## src/rtl/pong_pkg.sv

```systemverilog
// Shared Pong definitions: game-flow states and screen/paddle geometry.
package pong_pkg;

  localparam int SCREEN_H       = 480;
  localparam int PADDLE_H       = 50;
  localparam int PADDLE_Y_MAX   = SCREEN_H - PADDLE_H;
  localparam int PADDLE_Y_RESET = PADDLE_Y_MAX / 2;

  typedef enum logic [1:0] {
    S_READY  = 2'd0,
    S_PLAY   = 2'd1,
    S_PAUSED = 2'd2
  } state_t;

endpackage

```

## src/rtl/button_debounce.sv

```systemverilog
// Synchronises a raw push-button, debounces it and emits a one-cycle pulse
// on each accepted released->pressed transition.
module button_debounce #(
  parameter int DEBOUNCE_CYCLES = 250000,
  parameter int BTN_ACTIVE_LOW  = 1
) (
  input  logic clk,
  input  logic rst_n,
  input  logic i_button,
  output logic o_pressed
);

  localparam int   CNT_W      = (DEBOUNCE_CYCLES > 1) ? $clog2(DEBOUNCE_CYCLES) : 1;
  localparam logic ACTIVE_LOW = (BTN_ACTIVE_LOW != 0);
  localparam logic [CNT_W-1:0] CNT_LAST = CNT_W'(DEBOUNCE_CYCLES - 1);

  logic             r_sync1;
  logic             r_sync2;
  logic             r_stable;
  logic             r_pressed;
  logic [CNT_W-1:0] r_count;
  logic             w_level;
  logic             w_accept;

  assign w_level   = r_sync2 ^ ACTIVE_LOW;
  assign w_accept  = (w_level != r_stable) && (r_count == CNT_LAST);
  assign o_pressed = r_pressed;

  // Synchroniser idles at the released level so reset never looks like a press.
  always_ff @(posedge clk or negedge rst_n) begin
    if (!rst_n) begin
      r_sync1 <= ACTIVE_LOW;
      r_sync2 <= ACTIVE_LOW;
    end else begin
      r_sync1 <= i_button;
      r_sync2 <= r_sync1;
    end
  end

  always_ff @(posedge clk or negedge rst_n) begin
    if (!rst_n) begin
      r_count   <= '0;
      r_stable  <= 1'b0;
      r_pressed <= 1'b0;
    end else begin
      r_pressed <= w_accept & w_level;
      if (w_level == r_stable) begin
        r_count <= '0;
      end else if (w_accept) begin
        r_stable <= w_level;
        r_count  <= '0;
      end else begin
        r_count <= r_count + 1'b1;
      end
    end
  end

endmodule

```

## src/rtl/paddle_controller.sv

```systemverilog
// Paddle position register and ready/play/paused game-flow FSM driven by
// encoder pulses, a debounced encoder button and the point-scored event.
module paddle_controller
  import pong_pkg::*;
#(
  parameter int Y_WIDTH         = 10,
  parameter int Y_MIN           = 0,
  parameter int Y_MAX           = PADDLE_Y_MAX,
  parameter int Y_RESET         = PADDLE_Y_RESET,
  parameter int STEP            = 8,
  parameter int DEBOUNCE_CYCLES = 250000,
  parameter int BTN_ACTIVE_LOW  = 1
) (
  input  logic               clk,
  input  logic               rst_n,
  input  logic               up,
  input  logic               down,
  input  logic               button,
  input  logic               point_scored,
  output logic [Y_WIDTH-1:0] paddle_y,
  output logic               serve,
  output logic               paused,
  output logic               btn_pressed
);

  localparam int EW = Y_WIDTH + 1;
  localparam logic [EW-1:0] C_MIN   = EW'(Y_MIN);
  localparam logic [EW-1:0] C_MAX   = EW'(Y_MAX);
  localparam logic [EW-1:0] C_STEP  = EW'(STEP);
  localparam logic [EW-1:0] C_RESET = EW'(Y_RESET);

  logic [EW-1:0] r_y;
  logic [EW-1:0] w_y_up;
  logic [EW-1:0] w_y_down;
  state_t        r_state;
  state_t        w_state_next;
  logic          r_serve;
  logic          w_serve_next;
  logic          w_press;

  button_debounce #(
    .DEBOUNCE_CYCLES (DEBOUNCE_CYCLES),
    .BTN_ACTIVE_LOW  (BTN_ACTIVE_LOW)
  ) u_debounce (
    .clk       (clk),
    .rst_n     (rst_n),
    .i_button  (button),
    .o_pressed (w_press)
  );

  // The extra headroom bit keeps the down-step sum from wrapping before the clamp.
  assign w_y_up   = (r_y < C_MIN + C_STEP) ? C_MIN : r_y - C_STEP;
  assign w_y_down = (r_y + C_STEP > C_MAX) ? C_MAX : r_y + C_STEP;

  always_ff @(posedge clk or negedge rst_n) begin
    if (!rst_n) begin
      r_y <= C_RESET;
    end else if (point_scored) begin
      r_y <= C_RESET;
    end else if ((r_state != S_PAUSED) && (up ^ down)) begin
      r_y <= up ? w_y_up : w_y_down;
    end
  end

  // A scored point always recentres to READY and swallows a coincident press.
  always_comb begin
    w_state_next = r_state;
    w_serve_next = 1'b0;
    if (point_scored) begin
      w_state_next = S_READY;
    end else if (w_press) begin
      case (r_state)
        S_READY: begin
          w_state_next = S_PLAY;
          w_serve_next = 1'b1;
        end
        S_PLAY:   w_state_next = S_PAUSED;
        S_PAUSED: w_state_next = S_PLAY;
        default:  w_state_next = S_READY;
      endcase
    end
  end

  always_ff @(posedge clk or negedge rst_n) begin
    if (!rst_n) begin
      r_state <= S_READY;
      r_serve <= 1'b0;
    end else begin
      r_state <= w_state_next;
      r_serve <= w_serve_next;
    end
  end

  assign paddle_y    = r_y[Y_WIDTH-1:0];
  assign serve       = r_serve;
  assign paused      = (r_state == S_PAUSED);
  assign btn_pressed = w_press;

endmodule

```

## config.mk

```make
export PLATFORM = sky130hd
export DESIGN_NAME = paddle_controller
export DESIGN_NICKNAME = d
export VERILOG_FILES = /design/src/rtl/pong_pkg.sv /design/src/rtl/button_debounce.sv /design/src/rtl/paddle_controller.sv
export SDC_FILE = /design/constraint.sdc
export NUM_CORES = 1
export LEC_CHECK = 0
export ABC_AREA = 1
export CORE_ASPECT_RATIO = 0.7
export CORE_MARGIN = 1
export CORE_UTILIZATION = 57
export DETAILED_ROUTE_END_ITERATION = 8
export PLACE_DENSITY_LB_ADDON = 0.3
export SLEW_MARGIN = 20
export SYNTH_ARGS = -nofsm -noshare
export SYNTH_HDL_FRONTEND = slang
export SYNTH_SLANG_ARGS = --single-unit
```

## constraint.sdc

```tcl
create_clock -name clk -period 2.1 [get_ports clk]
set_clock_uncertainty 0.05 [all_clocks]
set_input_delay 0.42 -clock clk [delete_from_list [all_inputs] [get_ports clk]]
set_output_delay 0.42 -clock clk [all_outputs]
set_load 0.02 [all_outputs]
```

Word-level counts from Yosys, hierarchy flattened

Cells that the tools add are included.

Register bits after elaboration: 36
Input bits: 6
Logic and storage cells: 43

Add/sub/neg operators: 3
Bitwise operators: 4
Multiplexer cells: 13
Magnitude comparators: 2
Eq/ne operators: 6
Reduce and logical (&&, ||, !) cells: 7

Operators with widths:

| kind                                                                             | count |
|---|---|
| 11-bit 2-to-1 mux                                                                | 5 |
| 18-bit 2-to-1 mux                                                                | 2 |
| 18-bit by 1-bit adder with 18-bit output, second input constant                  | 1 |
| 18-bit equality test, second input constant                                      | 1 |
| 11-bit by 4-bit adder with 11-bit output, second input constant                  | 1 |
| 11-bit by 9-bit greater-than comparator with 1-bit output, second input constant | 1 |
| 11-bit by 4-bit < comparator with 1-bit output, second input constant            | 1 |
| 11-bit by 4-bit subtractor with 11-bit output, second input constant             | 1 |
| 2-bit 2-to-1 mux                                                                 | 2 |
| 2-bit case mux with 2 select lines                                               | 1 |
| 2-bit nonzero test                                                               | 2 |
| 1-bit 2-to-1 mux                                                                 | 3 |
| 2-bit by 1-bit equality test with 1-bit output, second input constant            | 1 |
| 2-bit equality test, second input constant                                       | 1 |
| 1-bit logical AND                                                                | 2 |
| 2-bit logical NOT                                                                | 1 |
| 2-bit inequality test, second input constant                                     | 1 |
| 1-bit NOT                                                                        | 2 |
| 2-bit AND reduction                                                              | 1 |
| 2-bit OR reduction                                                               | 1 |
| 1-bit AND                                                                        | 1 |
| 1-bit equality test                                                              | 1 |
| 1-bit inequality test                                                            | 1 |
| 1-bit XOR                                                                        | 1 |

Depth between registers and ports, before layout

Word-level depth: 6
Mapped depth: 12

By module

A second synthesis with hierarchy kept.

Cell total of the unflattened synthesis: 287
Area, all modules: 2169.6 um^2

Modules (own cells, without submodules):

| module            | cells each | area each (um^2) | sequential area each (um^2) | times used |
|---|---|---|---|---|
| button_debounce   | 137        | 1163.6           | 553.0                       | 1 |
| paddle_controller | 150        | 1006.0           | 331.6                       | 1 |

Worst setup path before layout

OpenSTA, ideal clock, no wires.

Path type: register to register
Start: register r_y[4]
End: register r_y[3]
Setup time: 0.116 ns
Path slack: 0.453 ns
Cell stages (with the launch flop): 12
Buffers on the path: 0
Data arrival time: 1.481 ns
Path through: dfstp_2 > inv_1 > ha_1 > o21bai_1 > nand2_1 > nand2_1 > nand3_2 > nand2_2 > nand2_2 > nand2_1 > nand2_1 > nand2_1

Cells in the longest elaborated chain, start to end: 6
Elaborated cells on any way between the ends: 8

RTL lines:

| what                                                      | RTL line                | source |
|---|---|---|
| from (decl)                                               | paddle_controller.sv:32 | `logic [EW-1:0] r_y;` |
| from (signal assigned)                                    | paddle_controller.sv:61 | `r_y <= up ? w_y_up : w_y_down;` |
| 11-bit by 4-bit adder with 11-bit output                  | paddle_controller.sv:53 | `assign w_y_down = (r_y + C_STEP > C_MAX) ? C_MAX : r_y + C_STEP;` |
| 11-bit by 9-bit greater-than comparator with 1-bit output | paddle_controller.sv:53 |  |
| 11-bit 2-to-1 mux                                         | paddle_controller.sv:53 |  |
| 11-bit 2-to-1 mux *                                       | paddle_controller.sv:61 |  |
| 11-bit 2-to-1 mux *                                       | paddle_controller.sv:60 | `end else if ((r_state != S_PAUSED) && (up ^ down)) begin` |
| 11-bit 2-to-1 mux *                                       | paddle_controller.sv:58 | `end else if (point_scored) begin` |

Every way passes the cells marked *; elsewhere a longest branch is shown, timed or not. The select of a mux whose other input is x is not followed.
A chain may end at the register's enable or synchronous reset.

Final worst setup path

Start: register r_y[6]
End: output port paddle_y[6]

RTL lines:

| what      | RTL line                | source |
|---|---|---|
| to (decl) | paddle_controller.sv:20 | `output logic [Y_WIDTH-1:0] paddle_y,` |

No word-level cell between the ends.

==> metrics.md <==
| Metric | Value |
|---|---|
| Final net count | `about 320` |
| Rows | `18` |
| Sequential area share after synthesis | `41.1%` |
| Maximum number of pins on one net before global-route repair | `36` |
| IO Port Bufs | `18` |
| Worst hold path type | `reg -> reg` |
| Total negative setup slack | `0 ns` |
| Post-layout power | `between 1000 and 1500 µW` |
| Number of cells on the worst hold path | `0` |
| Starting density of the core | `60.5%` |
| Area delta synth->final | `12.0%` |
| Worst setup path class | `reg -> out` |
| Total wire length after detailed routing | `4590 µm` |
| Die area | `4030 µm²` |
| First-pass detailed-route iteration total | `6` |
| Cell type with the highest aggregate area in the netlist | `dfrtp_1` |
| Largest cells by area after synthesis | `dfrtp_1 (33%), nand2_1 (10%), dfstp_2 (8.5%), nor2_1 (8.2%), inv_1 (7.0%)` |
| Post-DRT Antenna Nets | `0` |
| Delay of the slowest critical-path stage | `0.63 ns` |
| Fmax achieved | `0.502 GHz` |
| Number of buffers inserted by post-CTS setup repair | `0` |
| Number of antenna violations at the first check in global routing | `0` |
| Vias in the first global route | `1660` |
| First-pass GRT wire length | `7670 µm` |
| Portion of the clock cycle consumed by the worst path in the final layout | `94.9%` |
| Post-synthesis instance total | `~290` |
| Flop and latch count out of synthesis | `35` |
| Final setup viols | `0` |
| Count of buffering cells on the critical path with inverters included | `1` |
| Period minus WS final | `between 1.5 and 2 ns` |
| Quantity of gates resized following cts | `0` |
| Fraction of registers with async set or reset after synthesis | `100%` |
| Number of maximum-capacitance violations | `0` |
| Post-synth EDFFs | `0` |
| Maximum clock path buffer count | `2` |
| Static leakage | `0.00114 µW` |
| Routability-driven placement congestion ratio | `0.965` |
| Depth of the worst register-to-register path | `12` |
| Worst Tran Pin Value | `0.587 ns` |
| Critical path depth in cells | `1` |
| Run status | `completed` |
| Number of clock sinks seen by CTS | `35` |
| Primary FF master, synth | `dfrtp_1` |
| Most repeated cell in the gate-level netlist after synthesis | `nand2_1` |
| Synthesized netlist net count | `299` |
| Total power per unit cell area | `just under 600 nW/µm²` |
| Max-slew headroom at the worst pin | `60.5%` |
| Share of Yosys cell area claimed by the top area cell type | `32.6%` |
| Unrepaired setup endpoints after global routing | `false` |
| Clock buffers created by TritonCTS | `5` |
| Post-synth cell types | `32` |
| Maximum vdd ir drop | `about 0.47 mV` |
| Summed instance area of the synthesized netlist | `between 2000 and 2500 µm²` |
| Share of cells above drive strength 1 | `between 8 and 9%` |
| Violation count after the first detailed-routing iteration | `161` |
| I/O pin total | `19` |
| Arrival time reported for the critical path endpoint | `approximately 1.5 ns` |
| Post-CTS clock slew at the launch and capture registers of the worst setup and hold paths | `0.07 ns` |
| Die X-Extent | `75.4 µm` |
| Wire length per cell | `~13 µm` |
| Count of inserted antenna diode cells | `0` |
| DRC | `0` |
| Leading cell types by count after synthesis | `nand2_1 (59), nor2_1 (47), inv_1 (40), dfrtp_1 (28), nand3_1 (18)` |
| Vias | `between 1500 and 2000` |
| Clock tree from TritonCTS | `yes` |
| Final Hold Fails | `0` |
| Average vias per placed instance | `5.42` |
| Quantity of hold-fixing buffers added after cts | `0` |
| Number of pins exceeding their max-slew limit in the final report | `0` |
| Average cell area after synthesis | `7.45 µm²` |
| Core area | `3560 µm²` |
| Critical path peak fanout | `7` |
| Data required time at the worst endpoint | `around 1.6 ns` |
| Clock root buffer | `clkbuf_8` |
| Worst-path cell chain | `clkdlybuf4s50_1` |
| GRT Total Usage | `26.6%` |
| Y dimension of the die | `roughly 53 µm` |
| Slowest stage cell on the critical path | `clkdlybuf4s50_1` |
| Post-DP HPWL | `3510 µm` |
| Capturing element type of the critical path | `output port` |
| Yosys synthesis warning count | `0` |
| Source-to-sink clock delay at the later pin of the worst-skew pair | `~0.28 ns` |
| Startpoint types | `flop` |
| Global route total overflow | `0` |
| H-tree depth | `2` |
| Family with the most delay on the worst path | `buffers and inverters` |
==> report_power, final <==
group          internal [µW]  switching, µW
registers                704           36.3
clock network            232            229
logic                   90.5            142
==> metrics by stage <==
stage          hold WS (ns)  area (µm²)  worst slack [ns]  instances  util (%)
2_1_floorplan        0.0744        2150             0.453        289         -
5_1_grt               0.314        2410            0.0597        356      67.8
4_1_cts               0.311        2410             0.105        356      67.8
3_3_place_gp          0.302        2330             0.214        348      65.5
3_5_place_dp          0.299        2330             0.102        348      65.5
6_report              0.308        2410             0.107        356      67.8
==> layer usage <==
metal	part of all wire, %	track usage (%)	vias up	wire length [µm]
met2	38	33.6	82	1750
met4	0.63	5.86	0	29
li1	-	-	954	-
met5	0	0	-	0
met1	52	43.4	889	2370
met3	9.7	6.86	5	443
==> layout by cell type (no fill, tap or decap), types with 2 or more instances in the layout <==
master           Yosys  layout
nand2_2              5       5
nand2_1             59      59
o22ai_1              2       2
a21oi_1              6       6
clkbuf_1             0       2
o21ai_0              8       8
nor2_1              47      47
nand3_1             18      18
clkbuf_8             0       5
dfstp_2              7       7
xor2_1              12      12
nor3_1               6       6
ha_1                 4       4
nor4_1               2       2
nand4_1             16      16
xnor2_1              3       3
clkdlybuf4s50_1      0      18
dfrtp_1             28      28
buf_4               11       3
inv_1               40      40
==> layout make-up <==
| type | instances | area [µm²] |
|---|---|---|
| clock buffers | 7 | 76.3 |
| clock inverters | 1 | 5.00 |
| fillers | 328 | 1150 |
| inverters | 41 | 154 |
| multi-input cells | 201 | 1030 |
| flip-flops and latches | 35 | 885 |
| well taps | 50 | 62.6 |
| repair buffers | 21 | 203 |
==> cells by family (layout without fill, tap and decap cells) <==
kind of cell / Yosys count / after routing / synth area share (%)
flops: 35 / 35 / 41.1
fa+ha+maj: 4 / 4 / 2.33
compound gates: 22 / 22 / 5.81
simple gates: 160 / 160 / 33.4
buf+inv: 53 / 70 / 11.2
xor+xnor: 15 / 15 / 6.10
==> flip-flops by register name, indices dropped and copies added, names as in the netlist <==
signal and count:
u_debounce.r_sync2 1, u_debounce.r_sync1 1, u_debounce.r_stable 1, r_y 10, serve 1, u_debounce.o_pressed 1, u_debounce.r_count 18, r_state 2
==> worst register-to-register path, stage by stage, from the launching register on <==
cell     delay, ns
dfstp_2       0.59
ha_1          0.21
nand2_1       0.11
nor2_2        0.13
nand2_1       0.06
nand2_1       0.07
nand2_2       0.06
nor2_4        0.18
nand2_2       0.09
nand2_2       0.07
nand2_1       0.05
nand2_1       0.07
nand2_1       0.04
==> path summary, 6_finish.rpt <==
path / from / to / slack [ns]
worst max-delay path: r_y[6] / paddle_y[6] / 0.11
worst min-delay path: u_debounce.r_sync1 / u_debounce.r_sync2 / 0.31
worst max register to register: r_y[4] / r_y[3] / 0.22
worst min register to register: u_debounce.r_sync1 / u_debounce.r_sync2 / 0.31
max in group asynchronous: rst_n / r_y[1] / 1.15
min in group asynchronous: rst_n / u_debounce.r_count[0] / 0.49
Power figures use the tool's default switching activity.
